**config.mk**
```make
export PLATFORM = sky130hd
export DESIGN_NAME = ultrasonic_echo_responder
export DESIGN_NICKNAME = d
export VERILOG_FILES = /design/src/rtl/ultrasonic_echo_responder_pkg.sv /design/src/rtl/echo_sync2.sv /design/src/rtl/ultrasonic_echo_responder.sv
export SDC_FILE = /design/constraint.sdc
export NUM_CORES = 1
export LEC_CHECK = 0
export BUFFER_PORTS_ARGS = -buffer_cell sky130_fd_sc_hd__buf_2
export CAP_MARGIN = 40
export CORE_ASPECT_RATIO = 0.9
export CORE_MARGIN = 5
export CORE_UTILIZATION = 62
export DETAILED_ROUTE_END_ITERATION = 10
export GPL_ROUTABILITY_DRIVEN = 0
export GPL_TIMING_DRIVEN = 0
export PLACE_DENSITY = 0.82
export SYNTH_ARGS = -nofsm -noshare
export SYNTH_HDL_FRONTEND = slang
export SYNTH_SLANG_ARGS = --single-unit
```
**constraint.sdc**
```tcl
create_clock -name clk -period 3.92 [get_ports clk]
set_input_delay 0.196 -clock clk [delete_from_list [all_inputs] [get_ports clk]]
set_output_delay 0.196 -clock clk [all_outputs]
set_load 0.05 [all_outputs]
```
**src/rtl/ultrasonic_echo_responder_pkg.sv**
```systemverilog
// Shared encodings and default timing for the HC-SR04 echo responder.
// Defaults assume a 50 MHz clock.
package ultrasonic_echo_responder_pkg;

    localparam int DIST_W     = 9;
    localparam int ECHO_CNT_W = 21;
    localparam int SUB_W      = 12;

    localparam int DEF_TRIG_MIN_CYC = 500;
    localparam int DEF_BURST_CYC    = 10000;
    localparam int DEF_CYC_PER_CM   = 2900;
    localparam int DEF_MAX_CM       = 400;
    localparam int DEF_TIMEOUT_CYC  = 1900000;
    localparam int DEF_HOLDOFF_CYC  = 50000;

    localparam logic [2:0] ST_IDLE    = 3'd0;
    localparam logic [2:0] ST_TRIG_HI = 3'd1;
    localparam logic [2:0] ST_BURST   = 3'd2;
    localparam logic [2:0] ST_ECHO    = 3'd3;
    localparam logic [2:0] ST_HOLDOFF = 3'd4;

    // Zero and anything beyond the sensor's range are reported as "no object".
    function automatic logic dist_valid(input logic [DIST_W-1:0] d, input int max_cm);
        return (d != '0) && (int'(d) <= max_cm);
    endfunction

endpackage

```
**src/rtl/echo_sync2.sv**
```systemverilog
// Two-flop synchronizer for the trig input, cleared by rst_n.
// Used only when ECHO_TRIG_SYNC_EN is defined.
module echo_sync2
    import ultrasonic_echo_responder_pkg::*;
(
    input  logic clk,
    input  logic rst_n,
    input  logic d,
    output logic q
);

    logic meta;

    always_ff @(posedge clk) begin
        if (!rst_n) begin
            meta <= 1'b0;
            q    <= 1'b0;
        end else begin
            meta <= d;
            q    <= meta;
        end
    end

endmodule

```
**src/rtl/ultrasonic_echo_responder.sv**
```systemverilog
// HC-SR04 responder: validates trig, waits the burst time, emits an echo of programmed width.
// Define ECHO_TRIG_SYNC_EN to pass trig through a 2-flop synchronizer (adds 2 cycles).
module ultrasonic_echo_responder
    import ultrasonic_echo_responder_pkg::*;
#(
    parameter int TRIG_MIN_CYC = DEF_TRIG_MIN_CYC,
    parameter int BURST_CYC    = DEF_BURST_CYC,
    parameter int CYC_PER_CM   = DEF_CYC_PER_CM,
    parameter int MAX_CM       = DEF_MAX_CM,
    parameter int TIMEOUT_CYC  = DEF_TIMEOUT_CYC,
    parameter int HOLDOFF_CYC  = DEF_HOLDOFF_CYC
)
(
    input  logic              clk,
    input  logic              rst_n,
    input  logic              trig,
    input  logic [DIST_W-1:0] dist_cm,
    output logic              echo,
    output logic              busy,
    output logic              no_obj,
    output logic              trig_short
);

    localparam int HI_W = $clog2(TRIG_MIN_CYC + 1);
    localparam logic [HI_W-1:0]       HI_MIN     = HI_W'(TRIG_MIN_CYC);
    localparam logic [ECHO_CNT_W-1:0] BURST_LOAD = ECHO_CNT_W'(BURST_CYC - 1);
    localparam logic [ECHO_CNT_W-1:0] TMO_LOAD   = ECHO_CNT_W'(TIMEOUT_CYC - 1);
    localparam logic [ECHO_CNT_W-1:0] HOLD_LOAD  = ECHO_CNT_W'(HOLDOFF_CYC - 1);
    localparam logic [SUB_W-1:0]      SUB_LOAD   = SUB_W'(CYC_PER_CM - 1);

    logic trig_s;

`ifdef ECHO_TRIG_SYNC_EN
    echo_sync2 u_sync (
        .clk   (clk),
        .rst_n (rst_n),
        .d     (trig),
        .q     (trig_s)
    );
`else
    assign trig_s = trig;
`endif

    logic                  trig_q;
    logic                  trig_rise;
    logic [2:0]            state;
    logic [HI_W-1:0]       hi_cnt;
    logic [ECHO_CNT_W-1:0] cnt;
    logic [DIST_W-1:0]     cm_cnt;
    logic [SUB_W-1:0]      sub_cnt;

    // trig_q tracks trig_s in every state, so a trig still high on return to IDLE is not a rise.
    assign trig_rise = trig_s & ~trig_q;

    always_ff @(posedge clk) begin
        if (!rst_n) begin
            state      <= ST_IDLE;
            trig_q     <= 1'b0;
            hi_cnt     <= '0;
            cnt        <= '0;
            cm_cnt     <= '0;
            sub_cnt    <= '0;
            echo       <= 1'b0;
            busy       <= 1'b0;
            no_obj     <= 1'b0;
            trig_short <= 1'b0;
        end else begin
            trig_q     <= trig_s;
            trig_short <= 1'b0;
            case (state)
                ST_IDLE: begin
                    if (trig_rise) begin
                        state  <= ST_TRIG_HI;
                        hi_cnt <= HI_W'(1);
                    end
                end
                ST_TRIG_HI: begin
                    if (!trig_s) begin
                        if (hi_cnt >= HI_MIN) begin
                            state <= ST_BURST;
                            busy  <= 1'b1;
                            cnt   <= BURST_LOAD;
                            if (dist_valid(dist_cm, MAX_CM)) begin
                                no_obj <= 1'b0;
                                cm_cnt <= dist_cm;
                            end else begin
                                no_obj <= 1'b1;
                                cm_cnt <= '0;
                            end
                        end else begin
                            trig_short <= 1'b1;
                            state      <= ST_IDLE;
                        end
                    end else if (hi_cnt < HI_MIN) begin
                        hi_cnt <= hi_cnt + 1'b1;
                    end
                end
                ST_BURST: begin
                    if (cnt == '0) begin
                        state   <= ST_ECHO;
                        echo    <= 1'b1;
                        cnt     <= TMO_LOAD;
                        sub_cnt <= SUB_LOAD;
                    end else begin
                        cnt <= cnt - 1'b1;
                    end
                end
                ST_ECHO: begin
                    // Width is cm_cnt passes of CYC_PER_CM cycles, or TIMEOUT_CYC when no_obj.
                    if (no_obj) begin
                        if (cnt == '0) begin
                            state <= ST_HOLDOFF;
                            echo  <= 1'b0;
                            cnt   <= HOLD_LOAD;
                        end else begin
                            cnt <= cnt - 1'b1;
                        end
                    end else if (sub_cnt == '0) begin
                        if (cm_cnt <= DIST_W'(1)) begin
                            state <= ST_HOLDOFF;
                            echo  <= 1'b0;
                            cnt   <= HOLD_LOAD;
                        end else begin
                            cm_cnt  <= cm_cnt - 1'b1;
                            sub_cnt <= SUB_LOAD;
                        end
                    end else begin
                        sub_cnt <= sub_cnt - 1'b1;
                    end
                end
                ST_HOLDOFF: begin
                    if (cnt == '0) begin
                        state <= ST_IDLE;
                        busy  <= 1'b0;
                    end else begin
                        cnt <= cnt - 1'b1;
                    end
                end
                default: state <= ST_IDLE;
            endcase
        end
    end

endmodule

```
==> reports/results.txt <==
After synthesis, the share of flip-flops with an asynchronous set or reset is 0%. After clock tree synthesis, the setup repair step added 0 buffers. The area overhead of the layout relative to synthesis was 10.9%. The run finished with clean final reports. Floorplan row count: 26. The unique cell type count in the Yosys netlist came out at 68. Once the floorplan was initialized, standard cells occupied 62.7% of the core. The count of final hold-check violations was 0; the post-layout net count was 480. Counting flops with a built-in enable in the synthesized netlist gives 0.

The logs give 16 for the number of primary I/O pins and 0 ns for the setup TNS after final layout. Of the post-synthesis cell area, the dominant cell type holds 33.9%. The tools report the cell area after synthesis as 3490 um^2. The maximum fanout count along the critical path was 10.

The tools report the startpoint of the tightest hold check path as dist_cm[6]. In the final layout, the share of cells above drive strength 1 is 13.7%. Entering global routing, the biggest net connects 12 pins. The via count of the first global-routing pass is 3,093, and the first-pass GRT wire length is 14,900 um. Synthesis produced 435 cells. The number of resized instances in the post-cts repair step is 0, and the final number of setup-violating endpoints is 0. In this run the tool buffered the top-level ports with 14 buffer cells. The critical path is of the reg2reg type.

At the worst endpoint, the required time is 4.18 ns. Dividing the detail-routed via count by the number of cells gives 6.50. The clock sink count came out at 59. For the pin with the worst max-slew slack, the measured transition is 0.870 ns. In this run, CTS created clock tree buffers numbering 9. STA classifies the critical path endpoint as a flop. The number of antenna violations at the first check in global routing was 0. The startpoint identified for the worst register-to-register timing path is cnt[0]. The class of the worst hold path is in2reg. The count of pins over their slew limit was 0. Clock latency on the worst-skew pair, taken at its later pin, is 0.35 ns. The synthesized design spends more area on one cell type than any other, namely dfxtp_1. Cell area power density: 916 nW/um^2. Most numerous cell in the Yosys netlist: dfxtp_1.

The die span in y works out to 81.2 um. In this run the static leakage power is 1.52 nW. 0 antenna diodes ended up in the layout. Setup repair after global routing left no endpoint under its margin. Across all hold checks on the routed design, the worst slack comes to 0.139 ns.

For the die footprint, the log shows 7230 um^2. The setup slack of the critical path after layout came out at 0.373 ns. The tools report the number of design-rule violations left by the first detailed-router iteration as 396.

The most used flip-flop cell after synthesis is dfxtp_1. Tracing the worst setup path back leads to its startpoint at cnt[0]. Across the routed clock network, the largest skew measured is 0.00700 ns. VDD sags by at most 808 uV. At the placement stage, the worst setup path has a slack of 0.600 ns. The deepest clock path buffer count is 2. The post-detailed-routing wire length was 9100 um; the number of hold-repair buffers added at the cts stage was 0. The part of the cycle the worst path needs was 90.5%; the number of max-capacitance violations reported was 0. The worst path in the final design needs a cycle of 3.55 ns, including I/O delays and setup. The routed via count was 3,486.

After clock tree synthesis, the clock-pin slew on the worst setup and hold paths is 0.07 ns. In the synthesized netlist, the cells that appear most often are dfxtp_1, nor2_1, o21ai_0. The number of nets with antenna violations after detailed routing is 0, and the chip width is 89.1 um. TritonCTS built the clock tree.

The tools report the kind of launch point of the worst setup path as a flop. For the sequential cell area fraction in the yosys report, the log shows 33.9%. Data on the critical path arrives at its endpoint at 3.81 ns.

The tree is rooted in a clkbuf_8. The number of nets in the synthesized netlist is 454. Wire length per cell: 17.0 um. In this run the number of H-tree levels came out at 3. The region available for standard cell placement spans 5560 um^2. Summed over all layers, the global routing overflow is 0. The mean area per synthesized cell works out to 8.02 um^2. The warning count from the yosys run was 0. Static timing analysis puts the maximum clock frequency at 0.282 GHz. The worst pin sits at a relative slew slack of 41.4%. After synthesis the netlist holds a flip-flop and latch count of 59. The overall track demand over capacity in global routing was 26.7%. The DRC violation count after routing was 0. After legalization and detailed placement, the total HPWL measured 6330 um. The run gives 6 as the detailed-router iteration count before antenna repair. Sorting the synthesized cells by area gives the leading types as dfxtp_1, o21ai_0, nor2_1.
[kinds of logic (layout without fill, tap and decap cells)]
family | count (synthesis) | in the layout | share of synthesized area, %
AND/OR/NAND/NOR | 176 | 176 | 26.6
adder cells (fa/ha/maj) | 7 | 7 | 2.51
buffers and inverters | 34 | 65 | 4.12
AO/OA/AOI/OAI | 145 | 145 | 29.4
XOR/XNOR | 14 | 14 | 3.52
flip-flops | 59 | 59 | 33.9
[state kept, by name, summed over array words and instances (netlist names)]
signal,cells
busy,1
cm_cnt,9
cnt,21
echo,1
hi_cnt,9
no_obj,1
state,3
sub_cnt,12
trig_q,1
trig_short,1
[worst paths after layout]
check,endpoint,slack [ns],cells past startpoint
worst max-delay path,cnt[14],0.37,9
worst min-delay path,cm_cnt[6],0.14,3
worst max register to register,cnt[14],0.37,9
worst min register to register,cnt[7],0.48,2
[cell usage in the layout (no fill, tap or decap), types with 4 or more instances in the layout]
cell type  Yosys  final
a21boi_0       9      9
a21oi_1       28     28
a31oi_1        8      8
and2_1         5      5
buf_2          1     16
clkbuf_1      17     17
clkbuf_8       0      9
dfxtp_1       59     59
ha_1           7      7
inv_1         13     13
nand2_1       28     28
nand3_1       17     17
nand4_1        6      6
nor2_1        48     48
nor2b_1        6      6
nor3_1        14     14
nor4_1         9      9
o211a_1        4      4
o21a_1         5      5
o21ai_0       39     39
o221a_2        6      6
o31ai_1        5      5
or3_1         12     12
or3b_2         4      4
or4_1          4      4
xnor2_1       11     11
[through the flow]
stage	std cells	util [%]	instance area, um^2	total power [mW]
6_report	536	69.5	3870	3.54
3_5_place_dp	520	65.6	3650	2.86
3_3_place_gp	519	65.5	3650	2.81
4_1_cts	536	69.5	3870	3.49
5_1_grt	536	69.5	3870	3.78
2_1_floorplan	435	-	3490	2.44
[area by class of cell]
type,count,area [um^2]
clock inverter,7,92.6
sequential,59,1180
timing repair buffer,15,75.1
multi-input combinational,342,2160
fill,449,1700
clock buffer,9,124
buffer,21,95.1
inverter,13,48.8
tap,70,87.6
[power by group]
group	internal, mW	switching [mW]
Combinational	0.772	1.23
Sequential	0.755	0.172
Clock	0.355	0.257
Total	1.88	1.66
[critical path, stage by stage, from the launching register on]
cell and delay, ns:
dfxtp_1 0.34, inv_1 0.07, ha_1 0.20, or4b_4 0.52, nor4_1 0.74, a21oi_1 0.35
o21ai_1 0.53, buf_2 0.34, o21ai_0 0.15, a21boi_0 0.21
[routing by layer]
layer	GRT usage [%]	part of all wire, %	vias up
met5	0	0	-
met1	35.6	43	1578
li1	-	-	1688
met2	42.2	45	186
met3	7.10	8.7	34
met4	8.63	3.1	0
No activity file was read; power rests on OpenSTA's default activity.
